[src/rtl/boot_pkg.sv]
// Shared types and constants for the instruction-memory boot loader.
package boot_pkg;

    typedef enum logic [2:0] {
        HDR,
        DATA,
        CHK,
        DONE,
        ERR
    } boot_state_t;

    localparam int HDR_BYTES  = 4;
    localparam int WORD_BYTES = 4;

    function automatic logic [31:0] word_addr(input logic [31:0] base, input logic [31:0] idx);
        return base + idx * WORD_BYTES;
    endfunction

endpackage

[src/rtl/imem_boot_loader_if.sv]
// Byte stream in, instruction-memory write port and core release out.
interface imem_boot_loader_if;

    logic        in_valid;
    logic [7:0]  in_data;
    logic        in_ready;
    logic        imem_we;
    logic [31:0] imem_addr;
    logic [31:0] imem_wdata;
    logic        core_run;
    logic        done;
    logic        error;

    // The loader side.
    modport slave (
        input  in_valid, in_data,
        output in_ready, imem_we, imem_addr, imem_wdata, core_run, done, error
    );

    // The stream source / observer side.
    modport master (
        output in_valid, in_data,
        input  in_ready, imem_we, imem_addr, imem_wdata, core_run, done, error
    );

endinterface

[src/rtl/imem_boot_loader_byte_word_assembler.sv]
// Collects four accepted bytes, least-significant first, into one 32-bit word.
module byte_word_assembler
    import boot_pkg::*;
(
    input  logic        clk,
    input  logic        rst,
    input  logic        byte_en,
    input  logic [7:0]  byte_in,
    output logic [31:0] word,
    output logic        word_valid
);

    logic [1:0]  idx_q, idx_d;
    logic [23:0] shreg_q, shreg_d;

    // NOTE: every always_comb output gets a default first so no path leaves it unassigned (no latch).
    always_comb begin
        idx_d   = idx_q;
        shreg_d = shreg_q;
        if (byte_en) begin
            idx_d   = idx_q + 2'd1;
            shreg_d = {byte_in, shreg_q[23:8]};
        end
    end

    // The 4th byte completes the word combinationally so the caller acts on the same edge.
    assign word_valid = byte_en && (idx_q == 2'(WORD_BYTES - 1));
    assign word       = {byte_in, shreg_q};

    // NOTE: sequential state uses non-blocking assignments so all flops update together.
    always_ff @(posedge clk) begin
        if (!rst) begin
            idx_q   <= '0;
            shreg_q <= '0;
        end else begin
            idx_q   <= idx_d;
            shreg_q <= shreg_d;
        end
    end

endmodule

[src/rtl/imem_boot_loader.sv]
// Boot loader: parses header, writes payload words to instruction memory,
// verifies the XOR checksum and then releases the core.
module imem_boot_loader
    import boot_pkg::*;
#(
    parameter int          IMEM_WORDS = 256,
    parameter logic [31:0] BASE_ADDR  = 32'h0000_0000
) (
    input  logic              clk,
    input  logic              rst,
    imem_boot_loader_if.slave bus
);

    // One extra bit so the word index can reach N == IMEM_WORDS.
    localparam int AW = $clog2(IMEM_WORDS) + 1;

    boot_state_t state_q, state_d;
    logic [AW-1:0] widx_q, widx_d;
    logic [AW-1:0] n_q, n_d;
    logic [7:0]    xor_q, xor_d;

    logic        in_ready_q, in_ready_d;
    logic        we_q, we_d;
    logic [31:0] addr_q, addr_d;
    logic [31:0] wdata_q, wdata_d;
    logic        run_q, run_d;
    logic        done_q, done_d;
    logic        error_q, error_d;

    logic        accept;
    logic        asm_en;
    logic [31:0] asm_word;
    logic        asm_valid;

    assign accept = bus.in_valid && in_ready_q;
    assign asm_en = accept && ((state_q == HDR) || (state_q == DATA));

    byte_word_assembler u_asm (
        .clk        (clk),
        .rst        (rst),
        .byte_en    (asm_en),
        .byte_in    (bus.in_data),
        .word       (asm_word),
        .word_valid (asm_valid)
    );

    always_comb begin
        state_d = state_q;
        widx_d  = widx_q;
        n_d     = n_q;
        xor_d   = xor_q;
        we_d    = 1'b0;
        addr_d  = addr_q;
        wdata_d = wdata_q;

        case (state_q)
            HDR: begin
                if (asm_valid) begin
                    // Full 32-bit compare: a count that only looks small in its low bits is still rejected.
                    if (asm_word > 32'(IMEM_WORDS)) begin
                        state_d = ERR;
                    end else if (asm_word == 32'd0) begin
                        state_d = CHK;
                    end else begin
                        n_d     = asm_word[AW-1:0];
                        state_d = DATA;
                    end
                end
            end
            DATA: begin
                if (accept) begin
                    xor_d = xor_q ^ bus.in_data;
                end
                if (asm_valid) begin
                    we_d    = 1'b1;
                    addr_d  = word_addr(BASE_ADDR, 32'(widx_q));
                    wdata_d = asm_word;
                    widx_d  = widx_q + 1'b1;
                    if (widx_d == n_q) begin
                        state_d = CHK;
                    end
                end
            end
            CHK: begin
                if (accept) begin
                    state_d = (bus.in_data == xor_q) ? DONE : ERR;
                end
            end
            default: ;
        endcase

        in_ready_d = (state_d == HDR) || (state_d == DATA) || (state_d == CHK);
        run_d      = (state_d == DONE);
        done_d     = (state_d == DONE);
        error_d    = (state_d == ERR);
    end

    always_ff @(posedge clk) begin
        if (!rst) begin
            state_q    <= HDR;
            widx_q     <= '0;
            n_q        <= '0;
            xor_q      <= '0;
            in_ready_q <= 1'b0;
            we_q       <= 1'b0;
            addr_q     <= BASE_ADDR;
            wdata_q    <= '0;
            run_q      <= 1'b0;
            done_q     <= 1'b0;
            error_q    <= 1'b0;
        end else begin
            state_q    <= state_d;
            widx_q     <= widx_d;
            n_q        <= n_d;
            xor_q      <= xor_d;
            in_ready_q <= in_ready_d;
            we_q       <= we_d;
            addr_q     <= addr_d;
            wdata_q    <= wdata_d;
            run_q      <= run_d;
            done_q     <= done_d;
            error_q    <= error_d;
        end
    end

    assign bus.in_ready   = in_ready_q;
    assign bus.imem_we    = we_q;
    assign bus.imem_addr  = addr_q;
    assign bus.imem_wdata = wdata_q;
    assign bus.core_run   = run_q;
    assign bus.done       = done_q;
    assign bus.error      = error_q;

endmodule

[src/flat_wrapper.sv]
// flat-port wrapper written by rule: the top's interface ports become plain ports
module imem_boot_loader_flat import boot_pkg::*;
#(
    parameter int          IMEM_WORDS = 256,
    parameter logic [31:0] BASE_ADDR  = 32'h0000_0000
)
  (clk, rst, bus_in_valid, bus_in_data, bus_in_ready, bus_imem_we, bus_imem_addr, bus_imem_wdata, bus_core_run, bus_done, bus_error);
  imem_boot_loader_if bus_i ();
  input  logic clk;
  input  logic rst;
  input wire logic [$bits(bus_i.in_valid)-1:0] bus_in_valid;
  input wire logic [$bits(bus_i.in_data)-1:0] bus_in_data;
  output wire logic [$bits(bus_i.in_ready)-1:0] bus_in_ready;
  output wire logic [$bits(bus_i.imem_we)-1:0] bus_imem_we;
  output wire logic [$bits(bus_i.imem_addr)-1:0] bus_imem_addr;
  output wire logic [$bits(bus_i.imem_wdata)-1:0] bus_imem_wdata;
  output wire logic [$bits(bus_i.core_run)-1:0] bus_core_run;
  output wire logic [$bits(bus_i.done)-1:0] bus_done;
  output wire logic [$bits(bus_i.error)-1:0] bus_error;
  assign bus_i.in_valid = bus_in_valid;
  assign bus_i.in_data = bus_in_data;
  assign bus_in_ready = bus_i.in_ready;
  assign bus_imem_we = bus_i.imem_we;
  assign bus_imem_addr = bus_i.imem_addr;
  assign bus_imem_wdata = bus_i.imem_wdata;
  assign bus_core_run = bus_i.core_run;
  assign bus_done = bus_i.done;
  assign bus_error = bus_i.error;
  imem_boot_loader #(.IMEM_WORDS(IMEM_WORDS), .BASE_ADDR(BASE_ADDR)) u_core (.clk(clk), .rst(rst), .bus(bus_i));
endmodule
[config.mk]
export PLATFORM = sky130hd
export DESIGN_NAME = imem_boot_loader_flat
export DESIGN_NICKNAME = d
export VERILOG_FILES = /design/src/rtl/boot_pkg.sv /design/src/rtl/imem_boot_loader_if.sv /design/src/rtl/imem_boot_loader_byte_word_assembler.sv /design/src/rtl/imem_boot_loader.sv /design/src/flat_wrapper.sv
export SDC_FILE = /design/constraint.sdc
export NUM_CORES = 1
export LEC_CHECK = 0
export BUFFER_PORTS_ARGS = -buffer_cell sky130_fd_sc_hd__buf_4
export CAP_MARGIN = 40
export CORE_UTILIZATION = 35
export DETAILED_ROUTE_END_ITERATION = 10
export GPL_TIMING_DRIVEN = 0
export PLACE_DENSITY = 0.56
export SYNTH_ARGS = -nofsm -noshare
export SYNTH_HDL_FRONTEND = slang
export SYNTH_SLANG_ARGS = --single-unit
[constraint.sdc]
create_clock -name clk -period 2.1 [get_ports clk]
set_input_delay 0.42 -clock clk [delete_from_list [all_inputs] [get_ports clk]]
set_output_delay 0.42 -clock clk [all_outputs]
set_load 0.005 [all_outputs]
==> results.yml <==
power_and_ir_drop:
  p_sw_share_pct: 20.7
  ir_drop_mv: 0.314
  p_clk_share_pct: 47.0
  power_mw: 3.97
  power_leakage_nw: 2.16
  intPower_mw: 3.14
  power_density_nw_per_um2: 741
  sequentialPowerShare_pct: 48.5
  pwr-share-comb_pct: 4.5
  p_sw_uw: 822
floorplan:
  dieArea_um2: 12400
  pin_count: 80
  start_util_pct: 36.3
  die_w_um: 111
  core_area_um2: 11600
  num_rows: 39
  dieHeight_um: 111
critical_path:
  cpMaxStageDelayCell: "dfxtp_2"
  crit_buf_inv: 0
  path_cells: "nand3_4 > or3_4 > a2111oi_4 > nand4_1 > o22a_2 > and2_2"
  startpoint_type: "flop"
  reg2reg_slack_ns: 0.08
  cp_max_fo: 7
  crit_family: "simple AND/OR/NAND/NOR gates"
  rr_worst_depth: 6
  crit_required_ns: 2.34
  end_kind: "flop"
  cp.arrival_ns: 2.26
  cpPeakStageDelay_ns: 0.40
  path_class: "reg -> reg"
  r2r-end: "u_core.state_q[0]$_SDFF_PN0_"
  reg2reg_from: "u_core.widx_q[1]$_SDFFE_PN0P_"
worst_hold_path:
  whs_path_depth: 2
  hold_path_class: "in -> reg"
  min_to: "u_core.state_q[1]$_SDFF_PN0_"
  hp-start: "rst"
synthesis:
  yosys_warnings: 0
  synth_xor_area_share_pct: 7.31
  synthTopCellsByArea: "dfxtp_1 48%, nand2_1 14%, a21oi_1 8.7%"
  synth_cell_types: 44
  synthAdderAreaFrac_pct: 0.597
  synth_top_family_by_area: "simple AND/OR/NAND/NOR gates"
  yosys-mux-area-fraction_pct: 1.91
  ys_seq_area_share_pct: 47.7
  syn_area_um2: 4190
  syn_area_per_cell_um2: 8.11
  synth_top_area_share_pct: 47.7
  ys_ff_latch: 100
  synth_ff_type: "dfxtp_1"
  yosys.area_share.simple_pct: 23.6
  yosys.area.top_type: "dfxtp_1"
  synth_edf_count: 0
  synthesis.instances: 517
  synth_compound_area_share_pct: 11.4
  synthArstFlopShare_pct: 0
outcome:
  violations: "design-rule violations"
  status: "complete, but fails checks"
route:
  wirelength_um: 10400
  first_pass_iters: 8
  wire_per_inst_um: 13.7
  route.detailed.drc: 9
  ant_nets: 0
  vias: 3565
  vias_per_cell: 4.70
  drt_iter0_markers: 192
final_layout:
  final_cell_mix: "152 x nand2_1, 95 x dfxtp_1, 84 x buf_4, 73 x a21oi_1, 36 x nor2_1"
  layout_commonest_cell: "nand2_1"
  drive_above_1_share_pct: 21.5
  area_delta_synth_final_pct: 27.6
  nets: 623
  fin_util_pct: 46.3
  regArea_um2: 2010
  fillCellCount: 1182
  multiInputGateArea_um2: 2030
  diodes: 0
timing:
  finalCriticalPeriod_ns: 2.02
  finalSetupViolations: 0
  fin_crit_sh_pct: 96.2
  skew_ns: 0.00736
  final_max_slew_viol_count: 0
  tightest_slew_ns: 0.631
  fmax_ghz: 0.495
  hold_viol_final: 0
  slew_headroom_pct: 57.9
clock_tree:
  clock_path_buffers: 2
  cts_root_buf: "clkbuf_16"
  hold_buffers: 0
  cts_tree: "yes"
  clk_latency_ns: 0.34
  cts_max_level: 3
  clkSlewWorstSetupHoldPaths_ns: 0.07
  clock_sinks: 100
  cts_buffers: 9
job:
  maxCapViolCount: 0
global_route:
  grt_first_pass_wirelength_um: 17100
  grt_pass1_vias: 3366
  grt_overflow: 0
  grt.total_usage_pct: 17.5
  grt_max_degree: 16
  antenna_found_initial: 0
placement:
  gp_congestion: 0.829
  dp_hpwl_um: 7550
  port_buffers: 56
-- through the flow --
step,instances,worst slack (ns),hold WS (ns),cell area [µm²],setup TNS [ns]
floorplan,539,0.143,0.440,4280,0
global placement,738,-0.356,0.446,4880,-13.78
detailed placement,738,-0.406,0.448,4880,-15.89
CTS,753,0.0101,0.310,5250,0
global route,758,-0.0489,0.318,5350,-0.154
finish,758,0.0802,0.316,5350,0
-- cells by family after synthesis --
group | Yosys count
buffers and inverters | 57
and+or+nand+nor | 229
other | 1
muxes | 8
xor gates and xnor gates | 35
adders and majority gates | 2
DFF | 100
AOI/OAI and AO/OA | 85
-- area by class of cell --
cell class | count | area share, %
Multi-Input combinational cell | 382 | 37.8
Sequential cell | 100 | 37.6
Timing Repair Buffer | 61 | 8.79
Buffer | 52 | 5.89
Clock buffer | 12 | 4.42
Tap cell | 143 | 3.34
Clock inverter | 4 | 1.82
Inverter | 4 | 0.281
-- timing repair --
item / CTS / global route
buffers inserted: 0 / 5
gates resized for setup: 19 / 14
pin swaps: 4 / 7
endpoints found under the setup margin: 50 / 56
-- Yosys cell counts (2+ instances only) --
| cell type | count |
|---|---|
| nand4_1 | 3 |
| buf_4 | 24 |
| or4_1 | 4 |
| and2_1 | 3 |
| nor3_1 | 4 |
| buf_2 | 4 |
| nand3_1 | 4 |
| nor2_1 | 36 |
| and3_2 | 2 |
| xnor2_1 | 13 |
| inv_1 | 3 |
| and3_1 | 3 |
| nor4_1 | 6 |
| nand2_1 | 152 |
| dfxtp_1 | 100 |
| ha_1 | 2 |
| and4_1 | 2 |
| nand2b_1 | 2 |
| a311oi_1 | 2 |
| a21oi_1 | 73 |
| clkbuf_1 | 20 |
| mux2i_1 | 8 |
| xor2_1 | 22 |
| buf_1 | 5 |
-- worst max-delay path by stage --
stage,start,end,slack (ns),cells after the start
after floorplan,bus_in_data[2],u_core.bus.core_run$_SDFF_PN0_,0.14,6
after global placement,bus_in_valid,u_core.bus.imem_wdata[21]$_SDFFE_PN0P_,-0.36,8
after detailed placement,bus_in_valid,u_core.bus.imem_wdata[25]$_SDFFE_PN0P_,-0.41,8
after CTS,u_core.widx_q[0]$_SDFFE_PN0P_,u_core.bus.core_run$_SDFF_PN0_,0.01,7
after global routing,u_core.widx_q[1]$_SDFFE_PN0P_,u_core.bus.core_run$_SDFF_PN0_,-0.05,6
final,u_core.widx_q[1]$_SDFFE_PN0P_,u_core.state_q[0]$_SDFF_PN0_,0.08,6
-- state kept, by name (all words and copies together) (netlist names) --
register and cells:
u_core.state_q 3, u_core.bus.imem_we 1, u_core.bus.in_ready 1, u_core.bus.core_run 1, u_core.u_asm.shreg_q 24, u_core.widx_q 9, u_core.u_asm.idx_q 2, u_core.bus.imem_addr 9
u_core.n_q 9, u_core.bus.error 1, u_core.xor_q 8, u_core.bus.imem_wdata 32
-- layer usage --
layer / GRT usage, % / part of all wire (%) / up-vias
li1: - / - / 1839
met1: 22.1 / 47 / 1647
met2: 29.0 / 48 / 67
met3: 3.81 / 3.5 / 12
met4: 7.21 / 1.7 / 0
met5: 0 / 0 / -
-- power by group through the flow --
| stage | Sequential [mW] | Clock [mW] | Combinational [mW] |
|---|---|---|---|
| after global routing | 1.93 | 1.99 | 0.196 |
| after floorplan | 1.96 | 0 | 0.115 |
| after CTS | 1.93 | 1.91 | 0.175 |
| after detailed placement | 1.97 | 0 | 0.174 |
| after global placement | 1.97 | 0 | 0.172 |
| final | 1.92 | 1.86 | 0.177 |
No activity file was read; power rests on OpenSTA's default activity.
